File: config.mk
export PLATFORM = sky130hd
export DESIGN_NAME = mixcol_addkey_flat
export DESIGN_NICKNAME = d
export VERILOG_FILES = /design/src/rtl/aes_pkg.sv /design/src/rtl/mixcol_addkey_if.sv /design/src/rtl/mixcol_word.sv /design/src/rtl/mixcol_addkey.sv /design/src/flat_wrapper.sv
export SDC_FILE = /design/constraint.sdc
export NUM_CORES = 1
export LEC_CHECK = 0
export ABC_AREA = 0
export CORE_MARGIN = 2
export CORE_UTILIZATION = 39
export DETAILED_ROUTE_END_ITERATION = 8
export SYNTH_ARGS = -nofsm -noshare
export SYNTH_HDL_FRONTEND = slang
export SYNTH_SLANG_ARGS = --single-unit
export TNS_END_PERCENT = 10
File: constraint.sdc
create_clock -name clk -period 10.2 [get_ports clk]
set_input_delay 2.04 -clock clk [delete_from_list [all_inputs] [get_ports clk]]
set_output_delay 2.04 -clock clk [all_outputs]
set_load 0.02 [all_outputs]
File: src/rtl/aes_pkg.sv
// Shared AES definitions: GF(2^8) constant multipliers, round-stage FSM states
// and the column index type.
package aes_pkg;

  typedef enum logic [1:0] {IDLE, BUSY, DONE} state_e;
  typedef logic [1:0] col_t;

  function automatic logic [7:0] xtime(input logic [7:0] b);
    return {b[6:0], 1'b0} ^ (b[7] ? 8'h1B : 8'h00);
  endfunction

  function automatic logic [7:0] gmul02(input logic [7:0] b);
    return xtime(b);
  endfunction

  function automatic logic [7:0] gmul03(input logic [7:0] b);
    return xtime(b) ^ b;
  endfunction

  function automatic logic [7:0] gmul09(input logic [7:0] b);
    return xtime(xtime(xtime(b))) ^ b;
  endfunction

  function automatic logic [7:0] gmul0b(input logic [7:0] b);
    return xtime(xtime(xtime(b))) ^ xtime(b) ^ b;
  endfunction

  function automatic logic [7:0] gmul0d(input logic [7:0] b);
    return xtime(xtime(xtime(b))) ^ xtime(xtime(b)) ^ b;
  endfunction

  function automatic logic [7:0] gmul0e(input logic [7:0] b);
    return xtime(xtime(xtime(b))) ^ xtime(xtime(b)) ^ xtime(b);
  endfunction

endpackage

File: src/rtl/mixcol_addkey_if.sv
// Upstream/downstream handshake bundle for the mixcol_addkey round stage.
interface mixcol_addkey_if;
  logic         in_valid;
  logic         in_ready;
  logic [127:0] in_data;
  logic [127:0] in_key;
  logic         in_last;
  logic         decrypt;
  logic         out_valid;
  logic         out_ready;
  logic [127:0] out_data;

  modport slave (
    input  in_valid, in_data, in_key, in_last, decrypt, out_ready,
    output in_ready, out_valid, out_data
  );

  modport master (
    output in_valid, in_data, in_key, in_last, decrypt, out_ready,
    input  in_ready, out_valid, out_data
  );
endinterface

File: src/rtl/mixcol_word.sv
// One-column (Inv)MixColumns + AddRoundKey; key goes after MixColumns when
// encrypting and before InvMixColumns when decrypting.
module mixcol_word
  import aes_pkg::*;
(
  input  logic [31:0] col_i,
  input  logic [31:0] key_i,
  input  logic        decrypt_i,
  input  logic        bypass_i,
  output logic [31:0] col_o
);

  logic [7:0]  s0, s1, s2, s3;
  logic [7:0]  t0, t1, t2, t3;
  logic [31:0] t_w, enc_w, dec_w;

  assign {s0, s1, s2, s3} = col_i;
  assign t_w              = col_i ^ key_i;
  assign {t0, t1, t2, t3} = t_w;

  assign enc_w = {gmul02(s0) ^ gmul03(s1) ^ s2 ^ s3,
                  s0 ^ gmul02(s1) ^ gmul03(s2) ^ s3,
                  s0 ^ s1 ^ gmul02(s2) ^ gmul03(s3),
                  gmul03(s0) ^ s1 ^ s2 ^ gmul02(s3)} ^ key_i;

  assign dec_w = {gmul0e(t0) ^ gmul0b(t1) ^ gmul0d(t2) ^ gmul09(t3),
                  gmul09(t0) ^ gmul0e(t1) ^ gmul0b(t2) ^ gmul0d(t3),
                  gmul0d(t0) ^ gmul09(t1) ^ gmul0e(t2) ^ gmul0b(t3),
                  gmul0b(t0) ^ gmul0d(t1) ^ gmul09(t2) ^ gmul0e(t3)};

  always_comb begin
    col_o = t_w;
    if (!bypass_i) col_o = decrypt_i ? dec_w : enc_w;
  end

endmodule

File: src/rtl/mixcol_addkey.sv
// AES round back-end: captures one block, produces one result column per cycle,
// then holds the full result until the downstream takes it.
module mixcol_addkey
  import aes_pkg::*;
(
  input  logic           clk,
  input  logic           rst,
  mixcol_addkey_if.slave bus
);

  state_e       state_q, state_d;
  col_t         col_q, col_d;
  logic [127:0] data_q, key_q, out_q;
  logic         last_q, dec_q;
  logic         accept;
  logic [31:0]  s_col, k_col, r_col;

  assign accept = bus.in_valid && bus.in_ready;

  always_ff @(posedge clk) begin
    if (rst) begin
      state_q <= IDLE;
      col_q   <= '0;
    end else begin
      state_q <= state_d;
      col_q   <= col_d;
    end
  end

  always_comb begin
    state_d = state_q;
    col_d   = col_q;
    case (state_q)
      IDLE: if (accept) state_d = BUSY;
      BUSY: begin
        if (col_q == 2'd3) state_d = DONE;
        else               col_d   = col_q + 2'd1;
      end
      DONE: if (bus.out_ready) state_d = accept ? BUSY : IDLE;
      default: state_d = IDLE;
    endcase
    if (accept) col_d = '0;
  end

  // in_ready is forced low during reset so nothing is accepted on the reset edge
  always_comb begin
    bus.in_ready  = !rst && ((state_q == IDLE) || (state_q == DONE && bus.out_ready));
    bus.out_valid = (state_q == DONE);
    bus.out_data  = out_q;
  end

  always_comb begin
    case (col_q)
      2'd0:    begin s_col = data_q[127:96]; k_col = key_q[127:96]; end
      2'd1:    begin s_col = data_q[95:64];  k_col = key_q[95:64];  end
      2'd2:    begin s_col = data_q[63:32];  k_col = key_q[63:32];  end
      default: begin s_col = data_q[31:0];   k_col = key_q[31:0];   end
    endcase
  end

  mixcol_word u_word (
    .col_i     (s_col),
    .key_i     (k_col),
    .decrypt_i (dec_q),
    .bypass_i  (last_q),
    .col_o     (r_col)
  );

  always_ff @(posedge clk) begin
    if (rst) begin
      data_q <= '0;
      key_q  <= '0;
      last_q <= 1'b0;
      dec_q  <= 1'b0;
      out_q  <= '0;
    end else begin
      if (accept) begin
        data_q <= bus.in_data;
        key_q  <= bus.in_key;
        last_q <= bus.in_last;
        dec_q  <= bus.decrypt;
      end
      if (state_q == BUSY) begin
        case (col_q)
          2'd0:    out_q[127:96] <= r_col;
          2'd1:    out_q[95:64]  <= r_col;
          2'd2:    out_q[63:32]  <= r_col;
          default: out_q[31:0]   <= r_col;
        endcase
      end
    end
  end

endmodule
File: src/flat_wrapper.sv
// flat-port wrapper written by rule: the top's interface ports become plain ports
module mixcol_addkey_flat import aes_pkg::*;
  (clk, rst, bus_in_valid, bus_in_data, bus_in_key, bus_in_last, bus_decrypt, bus_out_ready, bus_in_ready, bus_out_valid, bus_out_data);
  mixcol_addkey_if bus_i ();
  input  logic clk;
  input  logic rst;
  input wire logic [$bits(bus_i.in_valid)-1:0] bus_in_valid;
  input wire logic [$bits(bus_i.in_data)-1:0] bus_in_data;
  input wire logic [$bits(bus_i.in_key)-1:0] bus_in_key;
  input wire logic [$bits(bus_i.in_last)-1:0] bus_in_last;
  input wire logic [$bits(bus_i.decrypt)-1:0] bus_decrypt;
  input wire logic [$bits(bus_i.out_ready)-1:0] bus_out_ready;
  output wire logic [$bits(bus_i.in_ready)-1:0] bus_in_ready;
  output wire logic [$bits(bus_i.out_valid)-1:0] bus_out_valid;
  output wire logic [$bits(bus_i.out_data)-1:0] bus_out_data;
  assign bus_i.in_valid = bus_in_valid;
  assign bus_i.in_data = bus_in_data;
  assign bus_i.in_key = bus_in_key;
  assign bus_i.in_last = bus_in_last;
  assign bus_i.decrypt = bus_decrypt;
  assign bus_i.out_ready = bus_out_ready;
  assign bus_in_ready = bus_i.in_ready;
  assign bus_out_valid = bus_i.out_valid;
  assign bus_out_data = bus_i.out_data;
  mixcol_addkey u_core (.clk(clk), .rst(rst), .bus(bus_i));
endmodule
==> flow_metrics.env <==
export IMPL_status="complete, no violations"
export IMPL_start_util_pct=39.6
export IMPL_nets=3006
export IMPL_fin_ws_ns=4.64
export IMPL_synth_cell_types=41
export IMPL_crit_path_max_fanout=2
export IMPL_die_area_sq_mm=0.0527
export IMPL_cts_tree="done"
export IMPL_netlist_instances=2446
export IMPL_finalSetupTns_ns=0
export IMPL_crit_type="input port to output port"
export IMPL_layout_min_cycle_time_ns=5.56
export IMPL_finalHoldViolCount=0
export IMPL_post_route_util_pct=51.0
export IMPL_hold_class="flop to flop"
export IMPL_via_per_inst=5.23
export IMPL_ys_seq_elements=390
export IMPL_yosys_most_used_dff="dfxtp_1"
export IMPL_seq_area_frac_synth_pct=39.3
export IMPL_grt_max_degree=270
export IMPL_p_total_mw=6.29
export IMPL_maxCapViolations=0
export IMPL_synthAdderAreaFrac_pct=0.315
export IMPL_grt_pass1_wl_microns=107000
export IMPL_cts_buffers=42
export IMPL_insertion_delay_ns=0.58
export IMPL_cts_sinks=390
export IMPL_final_cell_count_no_fill=3442
export IMPL_root_buffer="clkbuf_16"
export IMPL_ctsResizeCount=0
export IMPL_timing_final_max_slew_violations=0
export IMPL_path_clk_slew_ns=0.06
export IMPL_fin_crit_sh_pct=54.6
export IMPL_fin_skew_ns=0.0287
export IMPL_n_antenna_cell=0
export IMPL_drive_above_1_share_pct=4.91
export IMPL_synth_avg_cell_area_sq_um=8.12
export IMPL_postCtsSetupRepairBufs=0
export IMPL_tightest_slew_ns=1.25
export IMPL_final_common_cell="nand2_1"
export IMPL_clockBufferDepth=3
export IMPL_drc=0
export IMPL_seq_area_sq_mm=0.00781
export IMPL_drt_iter0_markers=1570
export IMPL_required_ns=8.16
export IMPL_ios=392
export IMPL_async_flop_share_pct=0
export IMPL_p_per_area_mw_per_mm2=246
export IMPL_antenna_found_initial=0
export IMPL_synth_top_family_by_area="XOR/XNOR gates"
export IMPL_n_fill_cell=4837
export IMPL_timing_slew_headroom_pct=16.6
export IMPL_syn_area_sq_mm=0.0199
export IMPL_startpoint_type="input port"
export IMPL_ir_worst_vdd_uv=178
export IMPL_synth_top_cell_by_area="dfxtp_1"
export IMPL_grtUsageTotal_pct=26.4
export IMPL_drt_first_pass_iters=6
export IMPL_synthSimpleGateAreaFrac_pct=15.4
export IMPL_synth_top_area_share_pct=39.3
export IMPL_routedWlPerCell_microns=20.8
export IMPL_multi_input_area_sq_mm=0.0111
export IMPL_dp_slack_ns=4.65
export IMPL_p_leak_nw=9.30
export IMPL_end_kind="output port"
export IMPL_final_cell_mix="626 x nand2_1, 390 x clkdlybuf4s50_1, 390 x dfxtp_1"
export IMPL_overflow=0
export IMPL_synth_xor_area_share_pct=20.4
export IMPL_crit_arrival_ns=3.52
export IMPL_htree_levels=2
export IMPL_synth_edf_count=0
export IMPL_place_congestion=0.929
export IMPL_hpwl_microns=54300
export IMPL_synth_mux_area_share_pct=1.76
export IMPL_die_x_microns=230
export IMPL_io_buffers=391
export IMPL_finalSetupViolCount=0
export IMPL_ys_warn_count=0
export IMPL_drt_antenna_violating_nets=0
export IMPL_vias=18000
export IMPL_rsz0062_at_grt="false"
export IMPL_core_area_sq_mm=0.0502
export IMPL_max_freq_mhz=180
export IMPL_synth_compound_area_share_pct=18.3
export IMPL_syn_nets=2713
export IMPL_synth_top_cells_by_area="dfxtp_1 39%, nand2_1 12%, xnor2_1 11%"
export IMPL_rows=82
export IMPL_totalWireLength_microns=71700
export IMPL_grt_pass1_vias=17700
export IMPL_synthToLayoutAreaGrowth_pct=29.0
export IMPL_hold_buffers=0
export IMPL_place_inst=3367
export IMPL_die_h_microns=230
==> cell usage after synthesis (8+ instances only) <==
master	instances
clkbuf_1	146
buf_2	15
a21oi_1	117
xnor2_1	256
o21a_1	20
dfxtp_1	390
xnor3_1	30
o21ai_0	282
mux2i_1	35
a211oi_1	25
nand2_1	626
o21ai_1	16
nor2_1	108
xor2_1	105
a21oi_2	8
buf_1	20
inv_1	38
o31ai_1	39
nand3_1	39
a222oi_1	66
xnor2_2	10
==> where the power goes <==
group / internal [mW] / switching, mW / total [mW]
clock: 0.907 / 0.635 / 1.54
sequential: 1.65 / 0.0845 / 1.73
combinational: 1.39 / 1.63 / 3.02
==> cell families after synthesis <==
logic type                 after synthesis
and+or+nand+nor                        790
AOI/OAI and AO/OA                      596
xor gates and xnor gates               403
DFF                                    390
buffers and inverters                  227
muxes                                   35
adders and majority gates                5
==> flip-flops by register name (all words and copies together) (netlist names) <==
register	cells
u_core.col_q	2
u_core.last_q	1
u_core.state_q	2
u_core.key_q	128
u_core.bus.out_data	128
u_core.dec_q	1
u_core.data_q	128
==> worst max-delay path, stage by stage <==
cell             delay, ns
clkdlybuf4s50_1       0.47
inv_1                 0.05
a211oi_1              0.30
clkdlybuf4s50_1       0.67
==> per-layer routing <==
metal  global-route usage, %  share of wire [%]  vias up
met5                       0                  0        -
met4                    8.12                2.9        0
met3                    3.65                5.9       94
met2                    44.8                 48      644
met1                    34.6                 43     8498
li1                        -                  -     8780
==> cell type report <==
| cell class | count | share of cell area, % |
|---|---|---|
| Tap cell | 672 | 3.28 |
| Clock buffer | 62 | 4.75 |
| Timing Repair Buffer | 436 | 16.6 |
| Inverter | 40 | 0.625 |
| Multi-Input combinational cell | 1829 | 43.5 |
| Sequential cell | 390 | 30.5 |
| Clock inverter | 13 | 0.694 |
==> stage by stage <==
stage	hold slack (ns)	cell area, sq um
5_1_grt	0.466	25600
6_report	0.456	25600
2_1_floorplan	0.435	19900
3_5_place_dp	0.449	24200
4_1_cts	0.457	25600
3_3_place_gp	0.443	24200
==> final timing paths <==
| check | startpoint | end | slack (ns) | cells after the start |
|---|---|---|---|---|
| worst min-delay path | u_core.data_q[39] | u_core.data_q[39] | 0.46 | 2 |
| worst max register to register | u_core.col_q[0] | u_core.bus.out_data[76] | 4.72 | 13 |
| worst min register to register | u_core.data_q[39] | u_core.data_q[39] | 0.46 | 2 |
| worst max-delay path | bus_out_ready | bus_in_ready | 4.64 | 4 |
(Power assumes the default switching activity.)
